## config.mk

```make
export PLATFORM = sky130hd
export DESIGN_NAME = modulus_chunk_sequencer
export DESIGN_NICKNAME = d
export VERILOG_FILES = /design/src/rtl/modulus_chunk_sequencer.sv
export SDC_FILE = /design/constraint.sdc
export NUM_CORES = 1
export LEC_CHECK = 0
export CORE_ASPECT_RATIO = 0.5
export CORE_MARGIN = 2
export CORE_UTILIZATION = 40
export CTS_BUF_LIST = sky130_fd_sc_hd__clkbuf_4 sky130_fd_sc_hd__clkbuf_8 sky130_fd_sc_hd__clkbuf_16
export CTS_CLUSTER_DIAMETER = 40
export DETAILED_ROUTE_END_ITERATION = 10
export PLACE_DENSITY = 0.68
export SLEW_MARGIN = 20
export SYNTH_ARGS = -nofsm -noshare
export SYNTH_HDL_FRONTEND = slang
export SYNTH_SLANG_ARGS = --single-unit
```

## constraint.sdc

```tcl
create_clock -name clk -period 6.79 [get_ports clk]
set_input_delay 1.358 -clock clk [delete_from_list [all_inputs] [get_ports clk]]
set_output_delay 1.358 -clock clk [all_outputs]
set_load 0.01 [all_outputs]
```

## src/rtl/modulus_chunk_sequencer.sv

```systemverilog
// Walks the upper half of a double-width square through the modulus chunk LUT one
// BIT_LEN chunk per accepted issue, tagging terms and pulsing done once the accumulator drains.
module modulus_chunk_sequencer #(
    parameter int MODULUS_WIDTH = 1024,
    parameter int BIT_LEN       = 30,
    parameter int NUM_CHUNKS    = 4,
    parameter int ACC_LAT       = 2,
    localparam int IDX_W        = (NUM_CHUNKS > 1) ? $clog2(NUM_CHUNKS) : 1
) (
    input  logic                          clk,
    input  logic                          reset,
    input  logic                          start_valid,
    output logic                          start_ready,
    input  logic [NUM_CHUNKS*BIT_LEN-1:0] upper_bits,
    input  logic                          cfg_bypass,
    input  logic                          acc_ready,
    output logic [BIT_LEN-1:0]            lut_addr,
    output logic                          lut_ce,
    output logic                          lut_bypass,
    output logic                          term_valid,
    output logic [IDX_W-1:0]              term_idx,
    output logic                          term_last,
    output logic                          busy,
    output logic                          done
);

    localparam int CHUNK_W = NUM_CHUNKS * BIT_LEN;
    localparam int CNT_W   = $clog2(ACC_LAT + 2);
    localparam logic [IDX_W-1:0] LAST_IDX = IDX_W'(NUM_CHUNKS - 1);
    // Bypass mode already showed term_last in the final issue cycle; registered mode shows it one cycle into DRAIN.
    localparam logic [CNT_W-1:0] CNT_BYP  = CNT_W'((ACC_LAT > 0) ? ACC_LAT - 1 : 0);
    localparam logic [CNT_W-1:0] CNT_REGM = CNT_W'(ACC_LAT);

    generate
        if (MODULUS_WIDTH < 1 || BIT_LEN < 1 || NUM_CHUNKS < 1 || ACC_LAT < 0) begin : g_bad_params
            $error("modulus_chunk_sequencer: invalid parameter set");
        end
    endgenerate

    typedef enum logic [1:0] {IDLE, ISSUE, DRAIN, DONE} state_t;

    state_t               state_reg, state_next;
    logic [CHUNK_W-1:0]   chunk_reg, chunk_next, chunk_shifted;
    logic                 byp_reg, byp_next;
    logic [IDX_W-1:0]     idx_reg, idx_next;
    logic [CNT_W-1:0]     cnt_reg, cnt_next;
    logic                 pend_reg, pend_next;
    logic [IDX_W-1:0]     pend_idx_reg, pend_idx_next;
    logic                 start_ready_reg, start_ready_next;
    logic                 issue_term;

    generate
        if (NUM_CHUNKS > 1) begin : g_shift
            assign chunk_shifted = {{BIT_LEN{1'b0}}, chunk_reg[CHUNK_W-1:BIT_LEN]};
        end else begin : g_single
            assign chunk_shifted = '0;
        end
    endgenerate

    always_ff @(posedge clk or posedge reset) begin
        if (reset) begin
            state_reg       <= IDLE;
            chunk_reg       <= '0;
            byp_reg         <= 1'b0;
            idx_reg         <= '0;
            cnt_reg         <= '0;
            pend_reg        <= 1'b0;
            pend_idx_reg    <= '0;
            start_ready_reg <= 1'b0;
        end else begin
            state_reg       <= state_next;
            chunk_reg       <= chunk_next;
            byp_reg         <= byp_next;
            idx_reg         <= idx_next;
            cnt_reg         <= cnt_next;
            pend_reg        <= pend_next;
            pend_idx_reg    <= pend_idx_next;
            start_ready_reg <= start_ready_next;
        end
    end

    always_comb begin
        state_next    = state_reg;
        chunk_next    = chunk_reg;
        byp_next      = byp_reg;
        idx_next      = idx_reg;
        cnt_next      = cnt_reg;
        pend_next     = 1'b0;
        pend_idx_next = pend_idx_reg;
        case (state_reg)
            IDLE: begin
                if (start_valid && start_ready_reg) begin
                    chunk_next = upper_bits;
                    byp_next   = cfg_bypass;
                    idx_next   = '0;
                    state_next = ISSUE;
                end
            end
            ISSUE: begin
                if (acc_ready) begin
                    chunk_next    = chunk_shifted;
                    idx_next      = idx_reg + IDX_W'(1);
                    pend_next     = !byp_reg;
                    pend_idx_next = idx_reg;
                    if (idx_reg == LAST_IDX) begin
                        if (byp_reg && ACC_LAT == 0) begin
                            state_next = DONE;
                        end else begin
                            state_next = DRAIN;
                            cnt_next   = byp_reg ? CNT_BYP : CNT_REGM;
                        end
                    end
                end
            end
            DRAIN: begin
                if (cnt_reg == '0) begin
                    state_next = DONE;
                end else begin
                    cnt_next = cnt_reg - CNT_W'(1);
                end
            end
            DONE: begin
                state_next = IDLE;
            end
            default: begin
                state_next = IDLE;
            end
        endcase
        // Registered from the next state so ready reappears the cycle right after DONE.
        start_ready_next = (state_next == IDLE);
    end

    assign start_ready = start_ready_reg;
    assign lut_addr    = chunk_reg[BIT_LEN-1:0];
    assign lut_ce      = (state_reg == ISSUE) && acc_ready;
    assign lut_bypass  = byp_reg;
    assign issue_term  = byp_reg && lut_ce;
    assign term_valid  = issue_term || pend_reg;
    assign term_idx    = pend_reg ? pend_idx_reg : (issue_term ? idx_reg : '0);
    assign term_last   = term_valid && (term_idx == LAST_IDX);
    assign busy        = (state_reg != IDLE);
    assign done        = (state_reg == DONE);

endmodule
```

# Yosys cells after proc, flatten, opt, wreduce, memory -nomap -nowiden
# Cells that the tools add are included.
# Widths: inputs -> output; s select.
[op_classes] n_addsub=2 eq_ne=9 mux=20 reduce_logical=16
[op_table] op="$mux 120" n=2
[op_table] op="$pmux 120 s2" n=1
[op_table] op="$mux 2" n=12
[op_table] op="$eq 2x2->1 const B" n=4
[op_table] op="$ne 2x2->1 const B" n=4
[op_table] op="$pmux 2 s2" n=2
[op_table] op="$pmux 2 s4" n=1
[op_table] op="$logic_not 2->1" n=3
[op_table] op="$reduce_bool 2->1" n=3
[op_table] op="$logic_and 1x1->1" n=4
[op_table] op="$reduce_and 2->1" n=2
[op_table] op="$reduce_and 4->1" n=1
[op_table] op="$reduce_and 3->1" n=1
[op_table] op="$add 2x1->2 const B" n=1
[op_table] op="$eq 2x1->1 const B" n=1
[op_table] op="$mux 1" n=2
[op_table] op="$sub 2x1->2 const B" n=1
[op_table] op="$logic_not 1->1" n=1
[op_table] op="$logic_or 1x1->1" n=1
[word_totals] reg_bits=131 out_inout_bits=39 elab_cells=55

# Logic depth before layout (Yosys ltp)
# Gate-level depths: netlist (run 1).
[logic_depth] word_depth=7 depth_mapped=6 ltp_nobuf=5

# Worst setup path after synthesis (run 1)
# No wires, ideal clock.
[synth_path] path_type="input port to output port" startpoint="in acc_ready" endpoint="out lut_ce" t_arrival_ps=2126 required_ps=5432 setup_slack_ps=3306 cell_stages=5 n_path_buf=3 path_cell_list="buf_2 nand3b_1 buf_4 buf_2 inv_1"
[synth_between] elab_chain_len=1
[synth_lines] item="start: declaration" line_no="16" text="input logic acc_ready,"
[synth_lines] item="$logic_and 1x1->1" line_no="135" text="assign lut_ce = (state_reg == ISSUE) && acc_ready;"
[synth_lines] item="end: declaration" line_no="18" text="output logic lut_ce,"
# No other way between the ends.

# Worst setup path after layout (run 1)
# Ends and elaborated chain as after synthesis.

==> flow_metrics.env, run 1 <==
export IMPL_status="completed"
export IMPL_worstSkewPairLatency_ns=0.41
export IMPL_coreArea_um2=15290
export IMPL_rr_endpoint="chunk_reg[18]"
export IMPL_cts_tree="done"
export IMPL_cap_viol_max_count=0
export IMPL_async_flop_share_pct=100.0
export IMPL_largest_reg_flops=120
export IMPL_cts_sinks=131
export IMPL_antennaDiodeCount=0
export IMPL_syn_inst=564
export IMPL_worstPathCellList="clkdlybuf4s50_1 -> nand3b_1 -> inv_1 -> clkdlybuf4s50_1"
export IMPL_power_uw=3805
export IMPL_timing_fmax_ghz=0.2309
export IMPL_pre_cts_ws_ns=2.460
export IMPL_yosysSeqAreaShare_pct=52.78
export IMPL_vias=4635
export IMPL_rr_worst_depth=5
export IMPL_yosysMostFrequentCell="dfrtp_1"
export IMPL_dr_wl_met2_um=7617
export IMPL_crit_path_frequent_cell="clkdlybuf4s50_1"
export IMPL_setup_tns_ns=0
export IMPL_synth_top_area_cell="dfrtp_1"
export IMPL_p_leak_uw=0.003658
export IMPL_dp_hpwl_um=10650
export IMPL_viasPerCell=5.208
export IMPL_synth_distinct_cells=34
export IMPL_setup_ws_ns=2.460
export IMPL_hp_class="register to register"
export IMPL_cts_buffers_inserted=17
export IMPL_r2r_start="state_reg[0]"
export IMPL_holdPathStages=1
export IMPL_totalWireLength_um=16290
export IMPL_drtIter0Drc=324
export IMPL_worst_ir_drop_vdd_mv=0.3347
export IMPL_synthTopCellsByCount="dfrtp_1, nand3_1, o21ai_1"
export IMPL_drive_above_1_share_pct=6.851
export IMPL_cellPowerDensity_nw_per_um2=458.8
export IMPL_crit_type="input pin to primary output"
export IMPL_top_layer_used="met4"
export IMPL_dp_cells=858
export IMPL_min_from="chunk_reg[103]"
export IMPL_rsz0062_at_grt="false"
export IMPL_setup_viol=0
export IMPL_min_period_ns=4.330
export IMPL_grt_overflow_total=0
export IMPL_slowest_delay_ns=0.67
export IMPL_die_height_um=92.11
export IMPL_min_to="chunk_reg[103]"
export IMPL_critPathSlowestCell="clkdlybuf4s50_1"
export IMPL_cp_start_kind="input pin"
export IMPL_worst_path_max_fanout=8
export IMPL_grt_pass1_wl_um=26130
export IMPL_syn_nets=691
export IMPL_initial_core_util_pct=40.61
export IMPL_grt_max_degree=97
export IMPL_drc_errors=0
export IMPL_period_share_pct=63.77
export IMPL_fin_cells=890
export IMPL_reg2reg_slack_ns=4.10
export IMPL_grt_pass1_vias=4733
export IMPL_ys_ff_latch=131
export IMPL_ant_nets=0
export IMPL_synth_top_area_share_pct=52.78
export IMPL_synth_edf_count=0
export IMPL_wl_met3_um=763
export IMPL_cp_data_arrival_time_ns=2.97
export IMPL_htree_levels=4
export IMPL_clk_path_buf_depth=2
export IMPL_crit_path_end_kind="primary output"
export IMPL_grt_antenna_before_repair=0
export IMPL_synth_ff_type="dfrtp_1"
export IMPL_syn_area_per_cell_um2=11.01
export IMPL_synthTopCellsByArea="dfrtp_1, mux2i_1, nand3_1"
export IMPL_wl_met1_um=7731
export IMPL_worst_pin_slew_ns=1.085
export IMPL_cts_resized=0
export IMPL_cts_root_buf="clkbuf_16"
export IMPL_dieArea_um2=16600
export IMPL_port_buffers=163
export IMPL_clock_skew_ns=0.01092
export IMPL_hold_buffers=0
export IMPL_place_congestion=0.7687
export IMPL_postCtsSetupBuffers=0
export IMPL_hold_viol=0
export IMPL_cp_startpoint="acc_ready"
export IMPL_path_clk_slew_ns=0.06
export IMPL_final_net_count=800
export IMPL_rows=32
export IMPL_ys_warn_count=0
export IMPL_wl_per_cell_um=18.30
export IMPL_syn_area_um2=6211
export IMPL_die_x_um=180.2
export IMPL_grt_usage_pct=20.22
export IMPL_slew_headroom_pct=27.65
export IMPL_critPathRequiredTime_ns=5.43
export IMPL_area_growth_pct=33.54
export IMPL_boundaryPins=164
export IMPL_drt_pass1_iterations=5
export IMPL_finalMaxSlewViolations=0
critical path, delay by kind of cell:
kind	cells	cell delay, ns
buffers and inverters	3	1.39
AND/OR/NAND/NOR	1	0.22
cell type report:
type | instances | area, um^2
Clock buffer | 18 | 432.9
Sequential cell | 131 | 3278
Multi-Input combinational cell | 348 | 2419
Clock inverter | 14 | 201.4
Timing Repair Buffer | 170 | 1684
Fill cell | 1361 | 7000
Inverter | 5 | 23.77
Tap cell | 204 | 255.2
power breakdown:
group	internal [uW]	switching, uW
Combinational	716	776
Clock	624	356
Sequential	1120	218
metrics by stage:
step / instance area, um^2 / hold WS [ns] / utilization (%)
after global placement: 7657 / 0.4810 / 50.07
after global routing: 8294 / 0.5190 / 54.23
after detailed placement: 7657 / 0.4805 / 50.07
after floorplan: 6211 / 0.4651 / -
final: 8294 / 0.4973 / 54.23
after CTS: 8292 / 0.5018 / 54.21
routing by layer:
metal / vias to the layer above / global-route usage (%)
met4: 0 / 6.116
met3: 14 / 3.852
met1: 2254 / 29.15
li1: 2239 / -
met2: 128 / 30.98
met5: - / 0
layout by cell type, fill, tap and decap left out, types with 5 or more instances in the layout:
cell / synthesis / routed
nand3_1: 94 / 94
mux2i_1: 90 / 90
nand2_1: 7 / 7
clkdlybuf4s50_1: 0 / 163
o21ai_1: 92 / 92
clkbuf_16: 0 / 17
clkinvlp_4: 0 / 5
inv_6: 0 / 5
o21ai_0: 5 / 5
buf_4: 46 / 7
dfrtp_1: 131 / 131
a22o_1: 30 / 30
worst max-delay path by stage:
stage | end | slack, ns | depth (start not counted)
floorplan | chunk_reg[0] | 1.93 | 1
finish | lut_ce | 2.46 | 4
CTS | term_idx[0] | 2.47 | 4
detailed placement | term_idx[0] | 2.46 | 4
global placement | lut_ce | 2.49 | 4
global route | term_idx[1] | 2.38 | 4
kinds of logic after synthesis:
family                   after synthesis  synth area share [%]
adder cells (fa/ha/maj)                2                0.4028
buffers and inverters                 85                 8.783
AO/OA/AOI/OAI                        134                 12.91
multiplexers                          93                 15.05
AND/OR/NAND/NOR                      119                 10.07
flip-flops                           131                 52.78
(Power assumes the default switching activity.)
==> run 2: changes to the inputs <==
Clock period 6.79 ns to 4.5 ns, I/O delays scaled along.
==> run 2 against run 1 <==
Against the previous run: power rose by 51%; clock power rose by 47%; routed wire length fell by 0.92%; global-route usage rose by 0.17 points; register-to-register slack got worse by 1.9 ns; flip-flop and latch count did not move; hold slack got worse by 0.0021 ns; largest power group unchanged.
==> flow_metrics.env, run 2 (synthesis results as in run 1) <==
export IMPL_setup_viol=0
export IMPL_grt_max_degree=75
export IMPL_largest_reg_flops=120
export IMPL_area_growth_pct=34.49
export IMPL_totalWireLength_um=16140
export IMPL_dp_hpwl_um=11120
export IMPL_layout_common_cells="clkdlybuf4s50_1, dfrtp_1, nand3_1"
export IMPL_worst_ir_drop_vdd_mv=0.4194
export IMPL_seq_area_um2=3278
export IMPL_min_to="chunk_reg[95]"
export IMPL_dieArea_um2=16600
export IMPL_clock_skew_ns=0.008767
export IMPL_drc_errors=0
export IMPL_die_x_um=180.2
export IMPL_coreArea_um2=15290
export IMPL_cellPowerDensity_nw_per_um2=687.7
export IMPL_crit_type="input pin to primary output"
export IMPL_status="completed"
export IMPL_cts_sinks=131
export IMPL_hold_viol=0
export IMPL_mostFrequentLayoutCell="clkdlybuf4s50_1"
export IMPL_grt_usage_pct=20.39
export IMPL_finalMaxSlewViolations=0
export IMPL_htree_levels=4
export IMPL_min_from="chunk_reg[95]"
export IMPL_dp_cells=863
export IMPL_rows=32
export IMPL_hp_class="register to register"
export IMPL_critPathTopFamily="buffers and inverters"
export IMPL_postCtsSetupBuffers=0
export IMPL_path_buf_inv=3
export IMPL_worstPathCellList="clkdlybuf4s50_1 -> nand3b_1 -> inv_1 -> clkdlybuf4s50_1"
export IMPL_wl_per_cell_um=18.03
export IMPL_boundaryPins=164
export IMPL_viasPerCell=5.238
export IMPL_critPathSlowestCell="clkdlybuf4s50_1"
export IMPL_antennaDiodeCount=0
export IMPL_fin_cells=895
export IMPL_cts_tree="done"
export IMPL_cap_viol_max_count=0
export IMPL_fill_cells=1344
export IMPL_grt_overflow_total=0
export IMPL_drt_pass1_iterations=5
export IMPL_crit_path_frequent_cell="clkdlybuf4s50_1"
export IMPL_p_leak_uw=0.003701
export IMPL_rr_endpoint="chunk_reg[11]"
export IMPL_cp_data_arrival_time_ns=2.58
export IMPL_holdPathStages=1
export IMPL_grt_antenna_before_repair=0
export IMPL_reg2reg_slack_ns=2.21
export IMPL_setup_tns_ns=0
export IMPL_die_height_um=92.11
export IMPL_clk_path_buf_depth=2
export IMPL_cts_resized=0
export IMPL_timing_fmax_ghz=0.2874
export IMPL_initial_core_util_pct=40.61
export IMPL_crit_path_end_kind="primary output"
export IMPL_multi_input_area_um2=2419
export IMPL_power_uw=5744
export IMPL_slew_headroom_pct=40.17
export IMPL_worst_pin_slew_ns=0.8955
export IMPL_path_clk_slew_ns=0.05
export IMPL_critPathRequiredTime_ns=3.60
export IMPL_cp_start_kind="input pin"
export IMPL_grt_pass1_wl_um=26290
export IMPL_rsz0062_at_grt="false"
export IMPL_drive_above_1_share_pct=7.525
export IMPL_worstSkewPairLatency_ns=0.41
export IMPL_period_share_pct=77.31
export IMPL_cts_buffers_inserted=17
export IMPL_drtIter0Drc=311
export IMPL_min_period_ns=3.479
export IMPL_vias=4688
export IMPL_cts_root_buf="clkbuf_16"
export IMPL_port_buffers=163
export IMPL_ant_nets=0
export IMPL_final_net_count=805
export IMPL_grt_pass1_vias=4885
export IMPL_r2r_start="state_reg[1]"
export IMPL_place_congestion=0.7844
export IMPL_worst_path_max_fanout=8
export IMPL_rr_worst_depth=5
export IMPL_slowest_delay_ns=0.67
export IMPL_hold_buffers=0
## run 2: cell count changes in the layout (fill, tap and decap cells not counted)
cell / change
clkinv_2: +3
clkbuf_8: +3
inv_4: +1
clkbuf_4: -1
buf_12: +3
clkinvlp_4: -2
buf_4: +2
bufinv_16: -1
clkinv_4: +1
inv_6: -4
## run 2: worst max path at each step
stage / startpoint / to / slack (ns) / cells past startpoint
3_3_place_gp: acc_ready / lut_ce / 1.05 / 4
2_1_floorplan: reset / chunk_reg[0] / 0.10 / 1
3_5_place_dp: acc_ready / lut_ce / 1.06 / 4
6_report: acc_ready / lut_ce / 1.02 / 4
4_1_cts: acc_ready / lut_ce / 1.06 / 4
5_1_grt: acc_ready / term_last / 0.95 / 4
## run 2: cell type report
class / instances / share of cell area (%)
Clock buffer: 20 / 5.587
Clock inverter: 12 / 1.842
Inverter: 5 / 0.2546
Multi-Input combinational cell: 348 / 28.95
Sequential cell: 131 / 39.25
Tap cell: 204 / 3.056
Timing Repair Buffer: 175 / 21.06
## run 2: per-stage QoR
stage	utilization, %	hold WS (ns)	area (um^2)	setup WS, ns
floorplan	-	0.4651	6211	0.1023
global placement	50.56	0.4812	7732	1.046
detailed placement	50.56	0.4819	7732	1.057
CTS	54.61	0.4998	8353	1.058
global route	54.61	0.5076	8353	0.9514
finish	54.61	0.4952	8353	1.021
## run 2: routing by layer
layer	wire, um	up-vias	global-route usage, %
met3	639	19	4.011
met5	0	-	0
met2	7539	108	31.23
met4	225	0	6.788
met1	7731	2318	29.09
li1	-	2243	-
## run 2: where the power goes
group / internal [uW] / switching, uW
logic: 1120 / 1180
registers: 1680 / 329
clock network: 916 / 521
total: 3720 / 2030
## run 2: worst register-to-register path, stage by stage, from the launching register on
cell and delay [ns]:
dfrtp_1 0.52, nand3b_1 0.33, buf_4 0.44, buf_4 0.61, nand3_1 0.20, o21ai_1 0.11
